--- src/rtl/fft_pkg.sv ---
// Shared types and index helpers for the iterative 8-point FFT sequencer.
package fft_pkg;

    localparam int FFT_DATA_W = 16;

    typedef enum logic [1:0] {
        LOAD,
        CALC,
        UNLOAD
    } state_t;

    function automatic logic [2:0] bitrev3(input logic [2:0] n);
        return {n[0], n[1], n[2]};
    endfunction

    // Twiddle exponent in W8 units: pos * (4 >> stage).
    function automatic logic [2:0] twiddle_k(input logic [1:0] stage, input logic [2:0] pos);
        logic [2:0] step;
        step = 3'd4 >> stage;
        return 3'(pos * step);
    endfunction

endpackage

--- src/rtl/fft8_sequencer_butterfly.sv ---
// Radix-2 DIT butterfly: A + W8^k*B and A - W8^k*B, twiddles in Q1.14, round-half-up, wrapping sums.
module butterfly
    import fft_pkg::*;
#(
    parameter int DATA_W = FFT_DATA_W
) (
    input  logic signed [DATA_W-1:0] a_re,
    input  logic signed [DATA_W-1:0] a_im,
    input  logic signed [DATA_W-1:0] b_re,
    input  logic signed [DATA_W-1:0] b_im,
    input  logic        [2:0]        k,
    output logic signed [DATA_W-1:0] oa_re,
    output logic signed [DATA_W-1:0] oa_im,
    output logic signed [DATA_W-1:0] ob_re,
    output logic signed [DATA_W-1:0] ob_im
);

    localparam int FRAC = 14;
    localparam int PW   = DATA_W + 17;
    localparam logic signed [15:0] W_ONE = 16'sd16384;
    localparam logic signed [15:0] W_C   = 16'sd11585;
    localparam logic signed [PW-1:0] ROUND = {{(PW-FRAC){1'b0}}, 1'b1, {(FRAC-1){1'b0}}};

    logic signed [15:0]       w_re;
    logic signed [15:0]       w_im;
    logic signed [PW-1:0]     prod_re;
    logic signed [PW-1:0]     prod_im;
    logic signed [DATA_W-1:0] t_re;
    logic signed [DATA_W-1:0] t_im;
    logic                     unused_bits;

    // W8^k = exp(-j*2*pi*k/8)
    always_comb begin
        w_re = W_ONE;
        w_im = '0;
        case (k)
            3'd0: begin w_re = W_ONE;  w_im = '0;     end
            3'd1: begin w_re = W_C;    w_im = -W_C;   end
            3'd2: begin w_re = '0;     w_im = -W_ONE; end
            3'd3: begin w_re = -W_C;   w_im = -W_C;   end
            3'd4: begin w_re = -W_ONE; w_im = '0;     end
            3'd5: begin w_re = -W_C;   w_im = W_C;    end
            3'd6: begin w_re = '0;     w_im = W_ONE;  end
            3'd7: begin w_re = W_C;    w_im = W_C;    end
            default: ;
        endcase
    end

    always_comb begin
        prod_re = PW'(b_re) * PW'(w_re) - PW'(b_im) * PW'(w_im) + ROUND;
        prod_im = PW'(b_re) * PW'(w_im) + PW'(b_im) * PW'(w_re) + ROUND;
        t_re    = prod_re[FRAC +: DATA_W];
        t_im    = prod_im[FRAC +: DATA_W];
        oa_re   = a_re + t_re;
        oa_im   = a_im + t_im;
        ob_re   = a_re - t_re;
        ob_im   = a_im - t_im;
    end

    assign unused_bits = ^{prod_re[FRAC-1:0], prod_re[PW-1:FRAC+DATA_W],
                           prod_im[FRAC-1:0], prod_im[PW-1:FRAC+DATA_W]};

endmodule

--- src/rtl/fft8_sequencer.sv ---
// Iterative 8-point radix-2 DIT FFT: bit-reversed load, 12 in-place butterfly ops, natural-order unload.
module fft8_sequencer
    import fft_pkg::*;
#(
    parameter int DATA_W = FFT_DATA_W
) (
    input  logic                     clk,
    input  logic                     rst,
    input  logic                     in_valid,
    output logic                     in_ready,
    input  logic signed [DATA_W-1:0] in_real,
    input  logic signed [DATA_W-1:0] in_im,
    output logic                     out_valid,
    input  logic                     out_ready,
    output logic signed [DATA_W-1:0] out_real,
    output logic signed [DATA_W-1:0] out_im,
    output logic        [2:0]        out_index,
    output logic                     out_last,
    output logic                     busy,
    output logic                     done
);

    state_t state, next_state;
    logic [2:0] cnt;
    logic [3:0] op;
    logic       load_fire, out_fire;

    logic signed [DATA_W-1:0] mem_re [8];
    logic signed [DATA_W-1:0] mem_im [8];

    logic [1:0] stage;
    logic [2:0] j, span, pos, grp, addr_a, addr_b, k;
    logic signed [DATA_W-1:0] bf_a_re, bf_a_im, bf_b_re, bf_b_im;

    always_ff @(posedge clk or posedge rst) begin
        if (rst) state <= LOAD;
        else     state <= next_state;
    end

    // Handshake outputs are gated by rst so nothing is offered while reset is held.
    always_comb begin
        next_state = state;
        in_ready   = 1'b0;
        out_valid  = 1'b0;
        busy       = 1'b0;
        load_fire  = 1'b0;
        out_fire   = 1'b0;
        case (state)
            LOAD: begin
                in_ready  = !rst;
                load_fire = in_valid && !rst;
                if (load_fire && cnt == 3'd7) next_state = CALC;
            end
            CALC: begin
                busy = !rst;
                if (op == 4'd11) next_state = UNLOAD;
            end
            UNLOAD: begin
                out_valid = !rst;
                busy      = !rst;
                out_fire  = out_ready && !rst;
                if (out_fire && cnt == 3'd7) next_state = LOAD;
            end
            default: next_state = LOAD;
        endcase
    end

    always_ff @(posedge clk or posedge rst) begin
        if (rst) begin
            cnt  <= '0;
            op   <= '0;
            done <= 1'b0;
        end else begin
            done <= out_fire && (cnt == 3'd7);
            if (load_fire || out_fire) cnt <= cnt + 3'd1;
            if (state == CALC && op != 4'd11) op <= op + 4'd1;
            else                              op <= '0;
        end
    end

    always_comb begin
        stage  = op[3:2];
        j      = {1'b0, op[1:0]};
        span   = 3'd1 << stage;
        pos    = j & (span - 3'd1);
        grp    = j >> stage;
        addr_a = (grp << (stage + 2'd1)) + pos;
        addr_b = addr_a + span;
        k      = twiddle_k(stage, pos);
    end

    butterfly #(.DATA_W(DATA_W)) u_butterfly (
        .a_re  (mem_re[addr_a]),
        .a_im  (mem_im[addr_a]),
        .b_re  (mem_re[addr_b]),
        .b_im  (mem_im[addr_b]),
        .k     (k),
        .oa_re (bf_a_re),
        .oa_im (bf_a_im),
        .ob_re (bf_b_re),
        .ob_im (bf_b_im)
    );

    // Sample buffer carries no reset; every entry is rewritten by the next load.
    always_ff @(posedge clk) begin
        if (load_fire) begin
            mem_re[bitrev3(cnt)] <= in_real;
            mem_im[bitrev3(cnt)] <= in_im;
        end else if (state == CALC) begin
            mem_re[addr_a] <= bf_a_re;
            mem_im[addr_a] <= bf_a_im;
            mem_re[addr_b] <= bf_b_re;
            mem_im[addr_b] <= bf_b_im;
        end
    end

    assign out_real  = mem_re[cnt];
    assign out_im    = mem_im[cnt];
    assign out_index = cnt;
    assign out_last  = out_valid && (cnt == 3'd7);

endmodule
--- config.mk ---
export PLATFORM = sky130hd
export DESIGN_NAME = fft8_sequencer
export DESIGN_NICKNAME = d
export VERILOG_FILES = /design/src/rtl/fft_pkg.sv /design/src/rtl/fft8_sequencer_butterfly.sv /design/src/rtl/fft8_sequencer.sv
export SDC_FILE = /design/constraint.sdc
export NUM_CORES = 2
export LEC_CHECK = 0
export CAP_MARGIN = 5
export CORE_ASPECT_RATIO = 0.5
export CORE_MARGIN = 5
export CORE_UTILIZATION = 34
export DETAILED_ROUTE_END_ITERATION = 10
export DONT_BUFFER_PORTS = 1
export GPL_TIMING_DRIVEN = 0
export PLACE_DENSITY = 0.58
export SYNTH_ARGS = -nofsm -noshare
export SYNTH_HDL_FRONTEND = slang
export SYNTH_SLANG_ARGS = --single-unit
--- constraint.sdc ---
create_clock -name clk -period 24.9 [get_ports clk]
set_clock_uncertainty 0.2 [all_clocks]
set_input_delay 7.47 -clock clk [delete_from_list [all_inputs] [get_ports clk]]
set_output_delay 7.47 -clock clk [all_outputs]
set_load 0.05 [all_outputs]
==> impl_metrics.csv <==
group,metric,value,unit
outcome,status,"finished with violations",
outcome,violations,"capacitance limit, slew limit",
synthesis,synth_top_area_share,0.385,
worst_setup_path,worstPathMaxFanout,10,
flow_run,max-cap-violations,6,
synthesis,synthCells,4965,
clocking,htree_levels,1,
cells_and_area,fin_cells,7114,
worst_setup_path,worstPathArrival,19920,ps
cells_and_area,area_growth,7.90,%
synthesis,ys_top_cells_by_area,"fa_1 (39%), edfxtp_1 (15%), inv_1 (9.7%)",
global_routing,grt_max_degree,23,
worst_setup_path,slowest_delay,880,ps
synthesis,muxShareOfSynthArea,0.108,
route,first_pass_iters,9,
clocking,cts-root-buf,"clkbuf_16",
synthesis,yosys_warnings,0,
synthesis,seq_area_frac_synth,0.153,
synthesis,yosysMostFrequentCell,"inv_1",
synthesis,avgSynthCellArea,10.5,µm²
global_routing,gr-total-overflow,0,
die,die_w,563,µm
cells_and_area,final_layout_size_suffix_gt1_frac,0.0791,
clocking,cts_buffers,27,
synthesis,async_flop_share,0.0376,
placed_design,place_hpwl,144000,µm
placed_design,dp.cells,7054,
die,die_y,286,µm
die,core_area,152000,µm²
route,viasPerCell,5.17,
synthesis,yosys.area.top_type,"fa_1",
placed_design,post_dp_cell_area,55200,µm²
sta,rsz0062_at_grt,"false",
synthesis,synth-edff-count,256,
clocking,cts_tree,"done",
sta,setup_tns,0,ps
hold_path,hold_class,"register to register",
global_routing,antenna_found_initial,3,
sta,hold_viol,0,
sta,tightest_slew,1650,ps
cells_and_area,final_nets,6441,
route,drc,0,
clocking,postCtsSetupBuffers,0,
sta,max_clock_freq,50.4,MHz
synthesis,netlist_area,52000,µm²
synthesis,synth_common_cells,"inv_1 (1346), fa_1 (1000), ha_1 (378)",
clocking,clk_pin_slew,70,ps
synthesis,yosys.area_share.simple,0.0716,
route,num_vias,36800,
sta,slew-limit-headroom,-0.110,
worst_setup_path,crit_slowest_cell,"nor2_1",
synthesis,yosys_most_used_dff,"edfxtp_1",
synthesis,ys_ff_latch,266,
route,totalWireLength,174000,µm
synthesis,ys_types,70,
worst_setup_path,r2r_setup_slack,5050,ps
synthesis,yosys.area_share.adder,0.476,
sta,fin_crit,19850,ps
synthesis,synth_compound_area_frac,0.0551,
global_routing,grt_pass1_vias,38300,
die,initial_core_util,0.342,
route,drtAntennaViolNets,0,
die,rows,101,
synthesis,synth_xor_xnor_area_share,0.0269,
global_routing,grt_usage,0.217,
die,boundaryPins,76,
die,die-area,161000,µm²
sta,whs,335,ps
sta,finalSetupViolations,0,
placed_design,io_buffers,0,
clocking,ctsHoldBuffers,0,
placed_design,gp_congestion,0.979,
route,routedWlPerCell,24.4,µm
global_routing,grt_pass1_wl,256000,µm
clocking,post_cts_resized,0,
sta,slew_violations,20,
worst_setup_path,critical_path_required,24970,ps
worst_setup_path,end_kind,"register",
clocking,cts.sinks,266,
worst_setup_path,worstSetupPathType,"register to register",
sta,finalCritPeriodShare,0.797,
clocking,clk_latency,570,ps
synthesis,syn_nets,6379,
worst_setup_path,start_kind,"register",
clocking,cts.path.max_buffers,3,
synthesis,synth_top_family_by_area,"adder cells",
route,drtIter0Drc,3836,
cells_and_area,fin_area,56100,µm²
==> routing by layer <==
metal | up-vias | share of wire | track usage | wire (µm)
li1 | 15600 | - | - | -
met1 | 18900 | 0.38 | 0.279 | 66500
met2 | 1902 | 0.46 | 0.350 | 80100
met3 | 429 | 0.10 | 0.0491 | 17300
met4 | 4 | 0.056 | 0.101 | 9730
met5 | - | 0.00044 | 0.00268 | 76
==> final cells by class <==
cell class	instances	area (µm²)
antenna	7	17.5
buffer	157	619
clock buffer	38	727
clock inverter	11	109
fill	15200	95700
inverter	1348	5060
multi-input combinational	3194	38500
sequential	266	7940
tap	2060	2580
timing repair buffer	33	497
==> registers in the layout, summed over array words and instances, names as in the netlist <==
| signal | flops |
|---|---|
| mem_im | 128 |
| mem_re | 128 |
| op | 4 |
| out_index | 3 |
| state | 2 |
| done | 1 |
==> worst max-delay path, delay by kind of cell, from the launching register on <==
kind	cells	cell delay, ps
buf+inv	15	5070
compound gates	16	5360
simple gates	7	2470
xor+xnor	2	550
fa+ha+maj	13	5520
flops	1	350
==> cells in the final DEF (no fill, tap or decap), drive strengths merged, types with 42 or more instances in the layout <==
cell type  count
mux2i         99
mux2          88
nand2        239
mux4         161
ha           378
xnor2        122
buf           74
edfxtp       256
inv         1346
fa          1000
a21oi        257
nor2b         46
nor2         328
o21ai         74
nand2b        42
clkbuf       154
==> metrics by stage <==
step	setup slack [ps]	utilization
final	5050	0.369
after global routing	4630	0.369
after CTS	5590	0.369
after detailed placement	5660	0.363
after global placement	4230	0.359
after floorplan	9010	-
==> path summary, 6_finish.rpt <==
check                           startpoint                       to  depth (start not counted)
max                        op[2]$_DFF_PP0_  mem_im[4][15]$_DFFE_PP_                         53
min                        op[0]$_DFF_PP0_          op[0]$_DFF_PP0_                          1
max reg2reg                op[2]$_DFF_PP0_  mem_im[4][15]$_DFFE_PP_                         53
min reg2reg                op[0]$_DFF_PP0_          op[0]$_DFF_PP0_                          1
max in group asynchronous              rst     state[0]$_DFFE_PP0P_                          1
min in group asynchronous              rst           done$_DFF_PP0_                          1
==> cell families after synthesis <==
group,Yosys count
adders and majority gates,1378
muxes,348
and+or+nand+nor,832
xor gates and xnor gates,152
DFF,266
AOI/OAI and AO/OA,484
buffers and inverters,1505
Power is not shown: default switching activity piles up to over one toggle a cycle in this logic, so the estimate is an artifact.
